[src/rtl/bsg_fpu_cmp_reduce_if.sv]
// Operand stream in, reduced min/max result out, for bsg_fpu_cmp_reduce.
// The producer/consumer side uses the master modport and the reduction engine uses the slave modport.
interface bsg_fpu_cmp_reduce_if #(
  parameter int e_p         = 8,
  parameter int m_p         = 23,
  parameter int cnt_width_p = 16
);
  localparam int w = e_p + m_p + 1;

  logic [w-1:0]           data_i;
  logic                   v_i;
  logic                   last_i;
  logic                   ready_o;
  logic [w-1:0]           min_o;
  logic [w-1:0]           max_o;
  logic                   invalid_o;
  logic [cnt_width_p-1:0] count_o;
  logic                   v_o;
  logic                   yumi_i;

  modport master (
    output data_i, v_i, last_i, yumi_i,
    input  ready_o, min_o, max_o, invalid_o, count_o, v_o
  );

  modport slave (
    input  data_i, v_i, last_i, yumi_i,
    output ready_o, min_o, max_o, invalid_o, count_o, v_o
  );
endinterface

[src/rtl/bsg_fpu_cmp_reduce.sv]
// Streaming IEEE-754 min/max reduction.
// Beats are folded one per cycle into running min/max registers. The sNaN (NV) flag and a saturating
// element count are accumulated alongside. The result is held behind a valid/yumi handshake until
// it is consumed.
module bsg_fpu_cmp_reduce #(
  parameter int e_p         = 8,
  parameter int m_p         = 23,
  parameter int cnt_width_p = 16
) (
  input logic                  clk_i,
  input logic                  reset_i,
  bsg_fpu_cmp_reduce_if.slave  io
);

  localparam int w = e_p + m_p + 1;
  localparam logic [w-1:0] canon_nan = {1'b0, {e_p{1'b1}}, 1'b1, {(m_p-1){1'b0}}};

  typedef enum logic [1:0] {eFIRST, eACCUM, eDONE} state_e;

  state_e                 state_reg, state_next;
  logic [w-1:0]           min_reg, min_next;
  logic [w-1:0]           max_reg, max_next;
  logic                   invalid_reg, invalid_next;
  logic [cnt_width_p-1:0] count_reg, count_next;

  logic ready;
  logic xfer;
  assign ready = ~reset_i & (state_reg != eDONE);
  assign xfer  = io.v_i & ready;

  // The incoming beat is classified once; both comparators share the result.
  logic data_nan, data_snan;
  assign data_nan  = (&io.data_i[w-2:m_p]) & (|io.data_i[m_p-1:0]);
  assign data_snan = data_nan & ~io.data_i[m_p-1];

  // Comparator 0 folds the beat into the running minimum, comparator 1 into the running maximum.
  logic [w-1:0] cmp_a   [2];
  logic [w-1:0] cmp_res [2];
  logic         cmp_nv  [2];

  assign cmp_a[0] = min_reg;
  assign cmp_a[1] = max_reg;

  genvar gi;
  generate
    for (gi = 0; gi < 2; gi++) begin : g_cmp
      localparam bit is_min = (gi == 0);
      logic [w-1:0] a, b, a_key, b_key;
      logic         a_nan, a_snan, a_lt_b, pick_a;

      assign a      = cmp_a[gi];
      assign b      = io.data_i;
      assign a_nan  = (&a[w-2:m_p]) & (|a[m_p-1:0]);
      assign a_snan = a_nan & ~a[m_p-1];

      // Map sign-magnitude onto an unsigned total order: negatives invert, positives get the top bit.
      // This puts -0 just below +0.
      assign a_key  = a[w-1] ? ~a : {1'b1, a[w-2:0]};
      assign b_key  = b[w-1] ? ~b : {1'b1, b[w-2:0]};
      assign a_lt_b = a_key < b_key;
      assign pick_a = is_min ? a_lt_b : ~a_lt_b;

      // A lone NaN yields the other operand. Two NaNs yield the canonical NaN.
      assign cmp_res[gi] = (a_nan & data_nan) ? canon_nan :
                           a_nan              ? b :
                           data_nan           ? a :
                           pick_a             ? a : b;
      assign cmp_nv[gi]  = a_snan | data_snan;
    end
  endgenerate

  // Next-state and register updates for the first beat, the accumulation beats and the result-hold phase.
  always_comb begin
    state_next   = state_reg;
    min_next     = min_reg;
    max_next     = max_reg;
    invalid_next = invalid_reg;
    count_next   = count_reg;
    unique case (state_reg)
      eFIRST: begin
        if (xfer) begin
          min_next     = data_nan ? canon_nan : io.data_i;
          max_next     = data_nan ? canon_nan : io.data_i;
          invalid_next = data_snan;
          count_next   = cnt_width_p'(1);
          state_next   = io.last_i ? eDONE : eACCUM;
        end
      end
      eACCUM: begin
        if (xfer) begin
          min_next     = cmp_res[0];
          max_next     = cmp_res[1];
          invalid_next = invalid_reg | cmp_nv[0] | cmp_nv[1];
          count_next   = (&count_reg) ? count_reg : count_reg + cnt_width_p'(1);
          state_next   = io.last_i ? eDONE : eACCUM;
        end
      end
      eDONE: begin
        if (io.yumi_i) state_next = eFIRST;
      end
      default: state_next = eFIRST;
    endcase
  end

  // State and result registers; reset also discards any partially reduced vector.
  always_ff @(posedge clk_i) begin
    if (reset_i) begin
      state_reg   <= eFIRST;
      min_reg     <= canon_nan;
      max_reg     <= canon_nan;
      invalid_reg <= 1'b0;
      count_reg   <= '0;
    end else begin
      state_reg   <= state_next;
      min_reg     <= min_next;
      max_reg     <= max_next;
      invalid_reg <= invalid_next;
      count_reg   <= count_next;
    end
  end

  // A consumer must only take a result that is actually being presented.
  always_ff @(posedge clk_i) begin
    if (!reset_i) begin
      assert (!(io.yumi_i && (state_reg != eDONE)))
        else $error("yumi_i asserted while v_o is low");
    end
  end

  assign io.ready_o   = ready;
  assign io.v_o       = (state_reg == eDONE);
  assign io.min_o     = min_reg;
  assign io.max_o     = max_reg;
  assign io.invalid_o = invalid_reg;
  assign io.count_o   = count_reg;

endmodule
[src/flat_wrapper.sv]
// flat-port wrapper written by rule: the top's interface ports become plain ports
module bsg_fpu_cmp_reduce_flat 
#(
  parameter int e_p         = 8,
  parameter int m_p         = 23,
  parameter int cnt_width_p = 16
)
  (clk_i, reset_i, io_data_i, io_v_i, io_last_i, io_yumi_i, io_ready_o, io_min_o, io_max_o, io_invalid_o, io_count_o, io_v_o);
  bsg_fpu_cmp_reduce_if #(.e_p(e_p), .m_p(m_p), .cnt_width_p(cnt_width_p)) io_i ();
  input logic clk_i;
  input logic reset_i;
  input wire logic [$bits(io_i.data_i)-1:0] io_data_i;
  input wire logic [$bits(io_i.v_i)-1:0] io_v_i;
  input wire logic [$bits(io_i.last_i)-1:0] io_last_i;
  input wire logic [$bits(io_i.yumi_i)-1:0] io_yumi_i;
  output wire logic [$bits(io_i.ready_o)-1:0] io_ready_o;
  output wire logic [$bits(io_i.min_o)-1:0] io_min_o;
  output wire logic [$bits(io_i.max_o)-1:0] io_max_o;
  output wire logic [$bits(io_i.invalid_o)-1:0] io_invalid_o;
  output wire logic [$bits(io_i.count_o)-1:0] io_count_o;
  output wire logic [$bits(io_i.v_o)-1:0] io_v_o;
  assign io_i.data_i = io_data_i;
  assign io_i.v_i = io_v_i;
  assign io_i.last_i = io_last_i;
  assign io_i.yumi_i = io_yumi_i;
  assign io_ready_o = io_i.ready_o;
  assign io_min_o = io_i.min_o;
  assign io_max_o = io_i.max_o;
  assign io_invalid_o = io_i.invalid_o;
  assign io_count_o = io_i.count_o;
  assign io_v_o = io_i.v_o;
  bsg_fpu_cmp_reduce #(.e_p(e_p), .m_p(m_p), .cnt_width_p(cnt_width_p)) u_core (.clk_i(clk_i), .reset_i(reset_i), .io(io_i));
endmodule
[config.mk]
export PLATFORM = sky130hd
export DESIGN_NAME = bsg_fpu_cmp_reduce_flat
export DESIGN_NICKNAME = d
export VERILOG_FILES = /design/src/rtl/bsg_fpu_cmp_reduce_if.sv /design/src/rtl/bsg_fpu_cmp_reduce.sv /design/src/flat_wrapper.sv
export SDC_FILE = /design/constraint.sdc
export NUM_CORES = 1
export LEC_CHECK = 0
export ABC_AREA = 0
export ABC_CLOCK_PERIOD_IN_PS = 3100
export CAP_MARGIN = 0
export CELL_PAD_IN_SITES_DETAIL_PLACEMENT = 1
export CELL_PAD_IN_SITES_GLOBAL_PLACEMENT = 1
export CORE_MARGIN = 5
export CORE_UTILIZATION = 36
export CTS_BUF_LIST = sky130_fd_sc_hd__clkbuf_8
export CTS_CLUSTER_DIAMETER = 100
export DETAILED_ROUTE_END_ITERATION = 8
export GPL_ROUTABILITY_DRIVEN = 0
export MAX_ROUTING_LAYER = met4
export PLACE_DENSITY_LB_ADDON = 0.1
export REMOVE_ABC_BUFFERS = 1
export SETUP_SLACK_MARGIN = 0.3
export SLEW_MARGIN = 40
export SYNTH_ARGS = -nofsm -noshare
export SYNTH_HDL_FRONTEND = slang
export SYNTH_SLANG_ARGS = --single-unit
[constraint.sdc]
create_clock -name clk_i -period 3.1 [get_ports clk_i]
set_clock_uncertainty 0.15 [all_clocks]
set_input_delay 0.31 -clock clk_i [delete_from_list [all_inputs] [get_ports clk_i]]
set_output_delay 0.31 -clock clk_i [all_outputs]
set_load 0.02 [all_outputs]
; After elaboration in Yosys (flattened, before gate mapping)
; Cells that the tools add are included.
[totals]
latch_bits = 0
reg_bits = 83
elab_cells = 84
out_inout_bits = 83
n_memories = 0
inputBits = 37
rom_bits = 0
ramBits = 0
[op_classes]
addsub = 1
div = 0
magnitude_cmp = 2
n_bitwise = 21
n_mux = 28
reduce_logical = 15
multipliers = 0
n_shift = 0
n_eq_ne = 12
[ops]
columns = operator, count
row1 = two-way mux 32 bit, 15
row2 = case mux 32 bit (2 select lines), 2
row3 = NOT 32 bit, 3
row4 = OR reduction 23 bit, 3
row5 = < comparator 32 bit, 2
row6 = two-way mux 16 bit, 3
row7 = case mux 16 bit (2 select lines), 1
row8 = AND reduction 8 bit, 3
row9 = "adder 16 x 1 -> 16 bit, second input constant", 1
row10 = AND reduction 16 bit, 1
row11 = AND 1 bit, 10
row12 = AND reduction 5 bit, 2
row13 = "!= test 4 bit, second input constant", 2
row14 = two-way mux 2 bit, 3
row15 = "!= test 2 x 1 -> 1 bit, second input constant", 3
row16 = "!= test 2 bit, second input constant", 3
row17 = "!= test 4 x 1 -> 1 bit, second input constant", 1
row18 = "!= test 4 x 3 -> 1 bit, second input constant", 1
row19 = NOT 1 bit, 4
row20 = bitwise OR 1 bit, 4
row21 = case mux 2 bit (2 select lines), 1
row22 = AND reduction 4 bit, 1
row23 = AND reduction 3 bit, 1
row24 = "equality test 2 x 1 -> 1 bit, second input constant", 1
row25 = 7 further kinds, 8

; Longest topological paths before layout
; Gate-level depths: netlist (run 1).
[depth]
depth_word = 9
depth_mapped = 12
depth_no_buf = 9

; Least setup slack after synthesis (run 1)
; No wires, ideal clock.
[synth_path]
path_kind = register to register
startpoint = register u_core.max_reg[31], in the netlist u_core.io.max_o[31]
endpoint = register u_core.max_reg[22], in the netlist u_core.io.max_o[22]
path_buffers = 3
setup_slack_ps = -33
arrival_time_ps = 2911
stages_incl_launch_ff = 13
synth_period_minus_slack_ps = 3133
path_cell_list = dfxtp_1 buf_2 buf_1 xor2_1 ha_1 nand4_1 a211oi_1 o2111ai_1 a211oi_1 nor3_1 o21ai_2 buf_6 mux2i_1
[synth_via]
elab_chain_cells = 5
[synth_lines]
columns = element, line
row1 = "start, declared", bsg_fpu_cmp_reduce.sv:22  ; logic [w-1:0] max_reg, max_next;
row2 = "start signal, assigned", bsg_fpu_cmp_reduce.sv:110  ; max_reg <= canon_nan;
row3 = "start signal, assigned", bsg_fpu_cmp_reduce.sv:116  ; max_reg <= max_next;
row4 = NOT 32 bit, bsg_fpu_cmp_reduce.sv:58  ; assign a_key = a[w-1] ? ~a : {1'b1, a[w-2:0]};
row5 = two-way mux 32 bit *, bsg_fpu_cmp_reduce.sv:58
row6 = < comparator 32 bit *, bsg_fpu_cmp_reduce.sv:60  ; assign a_lt_b = a_key < b_key;
row7 = != test 4 x 1 -> 1 bit (no source line) *, n/a
row8 = AND reduction 5 bit (no source line) *, n/a
; Every way passes the cells marked *; elsewhere a longest branch is shown, timed or not.
; A chain may end at the register's enable or synchronous reset.

; Worst setup path in the final report (run 1)
[layout_path]
startpoint = register u_core.max_reg[3], in the netlist u_core.io.max_o[3]
endpoint = register u_core.max_reg[15], in the netlist u_core.io.max_o[15]
[layout_via]
elab_chain_cells = 6
[layout_lines]
columns = element
row1 = "parallel branches: the longest is 6 deep, another holds < comparator 32 bit"
; Several ways; the timed one is not identified. The select of a mux whose other input is x is not followed.

==> out/metrics.cfg, run 1 <==
[run_status]
status = finished, final reports clean

[timing]
setup_violations = 0
finalMaxSlewViolations = 0
period_needed_ps = 2880
post-route-period-util_pct = 92.8
hold_viol_final = 0
fmax_mhz = 348
rsz0062_at_grt = true
worstMarginPinSlew_ps = 708
max_slew_margin_pct = 52.4
fin_ws_ps = 223
fin_hold_ws_ps = 351

[worst_setup_path]
arrival_ps = 3030
critPathMaxFanout = 8
crit_start = u_core.io.max_o[3]$_SDFFE_PP0P_
r2r_slack_ps = 220
crit_slowest_cell = nor4_1
cp-start-kind = flip-flop
cp_data_required_time_ps = 3260
rr_worst_depth = 9
worst-setup-path-type = flip-flop to flip-flop
crit_path_max_incr_delay_ps = 650
end_kind = flip-flop
timing.rr.start = u_core.io.max_o[3]$_SDFFE_PP0P_
crit_end = u_core.io.max_o[15]$_SDFFE_PP0P_
path_cells = nor4_1 -> nand4_1 -> o21ai_1 -> and2_1 -> nand3_1 -> o21ai_4 -> buf_12 -> buf_16 -> mux2i_1
reg2reg_to = u_core.io.max_o[15]$_SDFFE_PP0P_

[run]
cap_viol_max_count = 0

[clock_tree]
cts_tree = yes
root_buffer = clkbuf_8
numCtsBuffers = 9
cts_htree_levels = 3
clkTransAtPathRegs_ps = 90
postCtsHoldBufs = 0
cts_max_path_buffers = 2
clkSinkCount = 83
insertion_delay_ps = 380

[logic_synthesis]
avgSynthCellArea_um2 = 8.67
synthTopCellsByArea = dfxtp_1 28%, ha_1 13%, mux2i_1 11%
synth_common_cells = 83 x dfxtp_1, 74 x nand2_1, 65 x xor2_1, 64 x mux2i_1, 61 x ha_1
ys_ff_latch = 83
yosys_warnings = 0
yosys.area.top_type = dfxtp_1
syn_inst = 684
yosysMostFrequentCell = dfxtp_1
ys_seq_area_share_pct = 28.0
synth_ff_type = dfxtp_1
synth_top_area_share_pct = 28.0
syn_area_um2 = 5930
synth_cell_types = 46
synth_edf_count = 0
async_flop_share_pct = 0

[global_route]
grt_pass1_vias = 6234
grt_pass1_wl_mm = 34.3
grt_usage_pct = 22.9
grt_antenna_before_repair = 0
grt_max_degree = 56
grt-ovfl-total = 0

[cells_and_area]
n_antenna_cell = 0
final_util_pct = 51.5
drive_gt1_share_pct = 14.0
syn_to_final_growth_pct = 42.0
final_net_count = 957

[detailed_routing]
antenna_left = 0
drt-initial-drc-count = 273
routedWlPerCell_um = 20.1
drc = 0
drt-total-wl_mm = 21.8
viasPerCell = 5.23
vias = 5662
firstDrtPassIters = 5

[floorplan]
die_w_um = 138
initial_core_util_pct = 36.3
row_count = 47
dieArea_um2 = 19100
coreArea_um2 = 16300
io_pins = 120
die-height_um = 138

[power_and_ir_drop]
p_leak_nw = 3.66
total_power_mw = 3.16
peakVddDrop_uv = 191
powerDensity_nw_per_um2 = 375

[min_path]
min_path_type = flip-flop to flip-flop

[place]
portBuffers = 119
hpwl_mm = 15.9
place_ws_ps = -167

worst min-delay path by stage:
stage,startpoint,endpoint,cells past startpoint
floorplan,reset_i,u_core.io.count_o[1]$_SDFFE_PP0P_,1
finish,u_core.state_reg[1]$_SDFFE_PP0P_,u_core.state_reg[0]$_SDFFE_PP0P_,1
global placement,u_core.state_reg[1]$_SDFFE_PP0P_,u_core.state_reg[0]$_SDFFE_PP0P_,1
global route,u_core.state_reg[1]$_SDFFE_PP0P_,u_core.state_reg[0]$_SDFFE_PP0P_,1
CTS,u_core.state_reg[1]$_SDFFE_PP0P_,u_core.state_reg[0]$_SDFFE_PP0P_,1
detailed placement,u_core.state_reg[1]$_SDFFE_PP0P_,u_core.state_reg[0]$_SDFFE_PP0P_,1
worst max-delay path: cells and delay by family, from the launching register on:
kind	cells	cell delay [ps]
AND/OR/NAND/NOR	4	1290
AO/OA/AOI/OAI	2	470
flip-flops	1	360
buffers and inverters	2	320
multiplexers	1	190
cells in the final DEF, fill, tap and decap left out, types with 4 or more instances in the layout:
master / n
o21ai_0: 15
nand4_1: 21
ha_1: 61
buf_12: 10
clkbuf_8: 10
dfxtp_1: 81
nor3_1: 7
nor2_1: 56
nand3_1: 9
nor4_1: 15
xnor2_1: 37
inv_1: 6
mux2i_1: 63
o21ai_1: 7
a211oi_2: 4
nand2_1: 74
buf_4: 54
a21oi_1: 27
xor2_1: 65
buf_16: 5
nand2b_1: 47
or3_1: 7
clkbuf_16: 4
a21o_1: 4
clkdlybuf4s50_1: 117
power by group:
group          internal, mW  switching [mW]
clock network         0.388           0.439
registers              1.12          0.0778
logic                 0.547           0.590
routing by layer:
metal | vias to the layer above | share of wire (%) | GRT usage (%)
li1 | 2744 | - | -
met1 | 2774 | 45 | 28.0
met2 | 123 | 50 | 39.5
met3 | 21 | 3.7 | 3.18
met4 | 0 | 1.5 | 6.24
met5 | - | 0 | -
logic make-up after synthesis:
logic type	Yosys count	synth area share, %
buffers and inverters	38	3.33
adder cells (fa/ha/maj)	62	13.1
AND/OR/NAND/NOR	251	20.7
XOR/XNOR	103	15.3
multiplexers	64	10.8
flip-flops	83	28.0
AO/OA/AOI/OAI	83	8.78
metrics by stage:
step / cells / area (µm²) / setup TNS, ps
2_1_floorplan: 651 / 5750 / -66850
3_3_place_gp: 1050 / 7770 / -4230
3_5_place_dp: 1050 / 7770 / -6580
4_1_cts: 1077 / 8280 / 0
5_1_grt: 1083 / 8420 / 0
6_report: 1083 / 8420 / 0
layout make-up:
class / count / area (µm²)
Fill cell: 1908 / 7930
Multi-Input combinational cell: 563 / 4170
Timing Repair Buffer: 197 / 2090
Sequential cell: 83 / 1670
Tap cell: 220 / 275
Clock buffer: 10 / 138
Clock inverter: 5 / 55.1
Inverter: 5 / 18.8
timing repair:
action / in CTS / in global routing
setup buffers: 8 / 2
hold endpoints to repair: 0 / 0
pin swaps: 8 / 6
resized for setup: 31 / 10
endpoints found under the setup margin: 64 / 64
cloned: 4 / 4
No activity file was read; power rests on OpenSTA's default activity.
==> run 2, diff against run 1 <==
--- a/config.mk
+++ b/config.mk
@@ -10,6 +10,7 @@
 export CAP_MARGIN = 0
 export CELL_PAD_IN_SITES_DETAIL_PLACEMENT = 1
 export CELL_PAD_IN_SITES_GLOBAL_PLACEMENT = 1
+export CORE_ASPECT_RATIO = 1.2
 export CORE_MARGIN = 5
 export CORE_UTILIZATION = 36
 export CTS_BUF_LIST = sky130_fd_sc_hd__clkbuf_8
==> out/metrics.cfg, run 2 (synthesis results as in run 1) <==
[clock_tree]
insertion_delay_ps = 390
clkTransAtPathRegs_ps = 100
root_buffer = clkbuf_8
postCtsHoldBufs = 0
cts_tree = yes
clkSinkCount = 83
cts_htree_levels = 3
cts_max_path_buffers = 2
numCtsBuffers = 9

[cells_and_area]
layout_commonest_cell = clkdlybuf4s50_1
drive_gt1_share_pct = 14.7
fin_cells = 1072
syn_to_final_growth_pct = 43.0
final_cell_area_um2 = 8480
mostFrequentLayoutCells = 117 x clkdlybuf4s50_1, 81 x dfxtp_1, 73 x nand2_1, 64 x xor2_1, 61 x mux2i_1
n_antenna_cell = 0
final_util_pct = 52.3
final_net_count = 953

[detailed_routing]
routedWlPerCell_um = 20.9
wl_met3_um = 903
drc = 0
wl_met2_mm = 11.4
top_layer = met4
drt-met1-wl_mm = 9.13
vias = 5785
drt-total-wl_mm = 22.4
viasPerCell = 5.40
antenna_left = 0
firstDrtPassIters = 4
drt-initial-drc-count = 233

[power_and_ir_drop]
switching_power_mw = 1.16
switching_share_pct = 35.0
p_int_mw = 2.15
combPwrFrac_pct = 35.0
share_seq_of_total_power_pct = 36.0
p_leak_nw = 3.67
p_clk_share_pct = 29.0
peakVddDrop_uv = 252
powerDensity_nw_per_um2 = 391

[worst_setup_path]
arrival_ps = 3060
critPathMaxFanout = 12
timing.rr.start = u_core.io.max_o[31]$_SDFFE_PP0P_
worst-setup-path-type = flip-flop to flip-flop
cp_data_required_time_ps = 3240
end_kind = flip-flop
crit_start = u_core.io.max_o[31]$_SDFFE_PP0P_
cp-start-kind = flip-flop

[floorplan]
die-height_um = 151
die_w_um = 127
io_pins = 120
row_count = 51
dieArea_um2 = 19100
initial_core_util_pct = 36.6
coreArea_um2 = 16200

[place]
portBuffers = 119
hpwl_mm = 15.6
place_ws_ps = -160
dp.cells = 1035
placed_area_um2 = 7700

[timing]
max_slew_margin_pct = 56.2
fmax_mhz = 342
period_needed_ps = 2920
hold_viol_final = 0
rsz0062_at_grt = true
setup_violations = 0
setup-tns-final_ps = 0
post-route-period-util_pct = 94.2
fin_ws_ps = 180
finalMaxSlewViolations = 0
worstMarginPinSlew_ps = 656

[global_route]
grt-ovfl-total = 0
grt_max_degree = 57
grt_antenna_before_repair = 0
grt_pass1_vias = 6322
grt_usage_pct = 23.2
grt_pass1_wl_mm = 33.8

[min_path]
min_path_type = input port to flip-flop
holdCritStartpoint = io_data_i[31]

[run]
cap_viol_max_count = 0

[run_status]
status = finished, final reports clean

## run 2: cell type report
class / count / area [µm²]
fill: 1917 / 7730
multi-input combinational: 563 / 4240
timing repair buffer: 193 / 2050
sequential: 83 / 1670
tap: 212 / 265
clock buffer: 10 / 138
clock inverter: 6 / 96.3
inverter: 5 / 18.8
## run 2: stage by stage
step           hold WS (ps)  total power [mW]
2_1_floorplan           229              1.75
3_3_place_gp            302              2.18
3_5_place_dp            336              2.21
4_1_cts                 219              3.25
5_1_grt                 245              3.49
6_report                239              3.31
## run 2: worst paths after layout
check | cells after the start | to | slack (ps)
max | 13 | u_core.io.max_o[4]$_SDFFE_PP0P_ | 180
min | 4 | u_core.io.min_o[31]$_SDFFE_PP0P_ | 240
max reg2reg | 13 | u_core.io.max_o[4]$_SDFFE_PP0P_ | 180
min reg2reg | 1 | u_core.state_reg[0]$_SDFFE_PP0P_ | 360
## run 2: metal layers
metal / vias to the layer above / GRT usage [%]
met2: 145 / 41.2
met5: - / -
li1: 2731 / -
met1: 2850 / 25.9
met4: 0 / 10.1
met3: 59 / 3.51
## run 2: worst max-delay path, cell delays in order (launching register included)
cell       delay, ps
dfxtp_4          390
buf_12           130
buf_16           150
xor2_1           170
ha_1             340
a21oi_1          140
nor2b_1           60
o21ai_0          270
o2111ai_2        180
a21oi_2          270
o21ai_4          110
buf_4            160
buf_16           150
mux2i_1          120
## run 2: timing repair
item | CTS | global route
resized for setup | 24 | 24
setup endpoints to repair | 64 | 64
cloned | 4 | 4
pin swaps | 10 | 12
buffers inserted | 5 | 8
## run 2: power by group through the flow
stage	Combinational, mW	Clock, mW	Sequential [mW]
6_report	1.16	0.961	1.19
3_3_place_gp	0.961	0	1.22
3_5_place_dp	0.991	0	1.22
5_1_grt	1.26	1.03	1.20
2_1_floorplan	0.482	0	1.27
4_1_cts	1.06	0.991	1.19
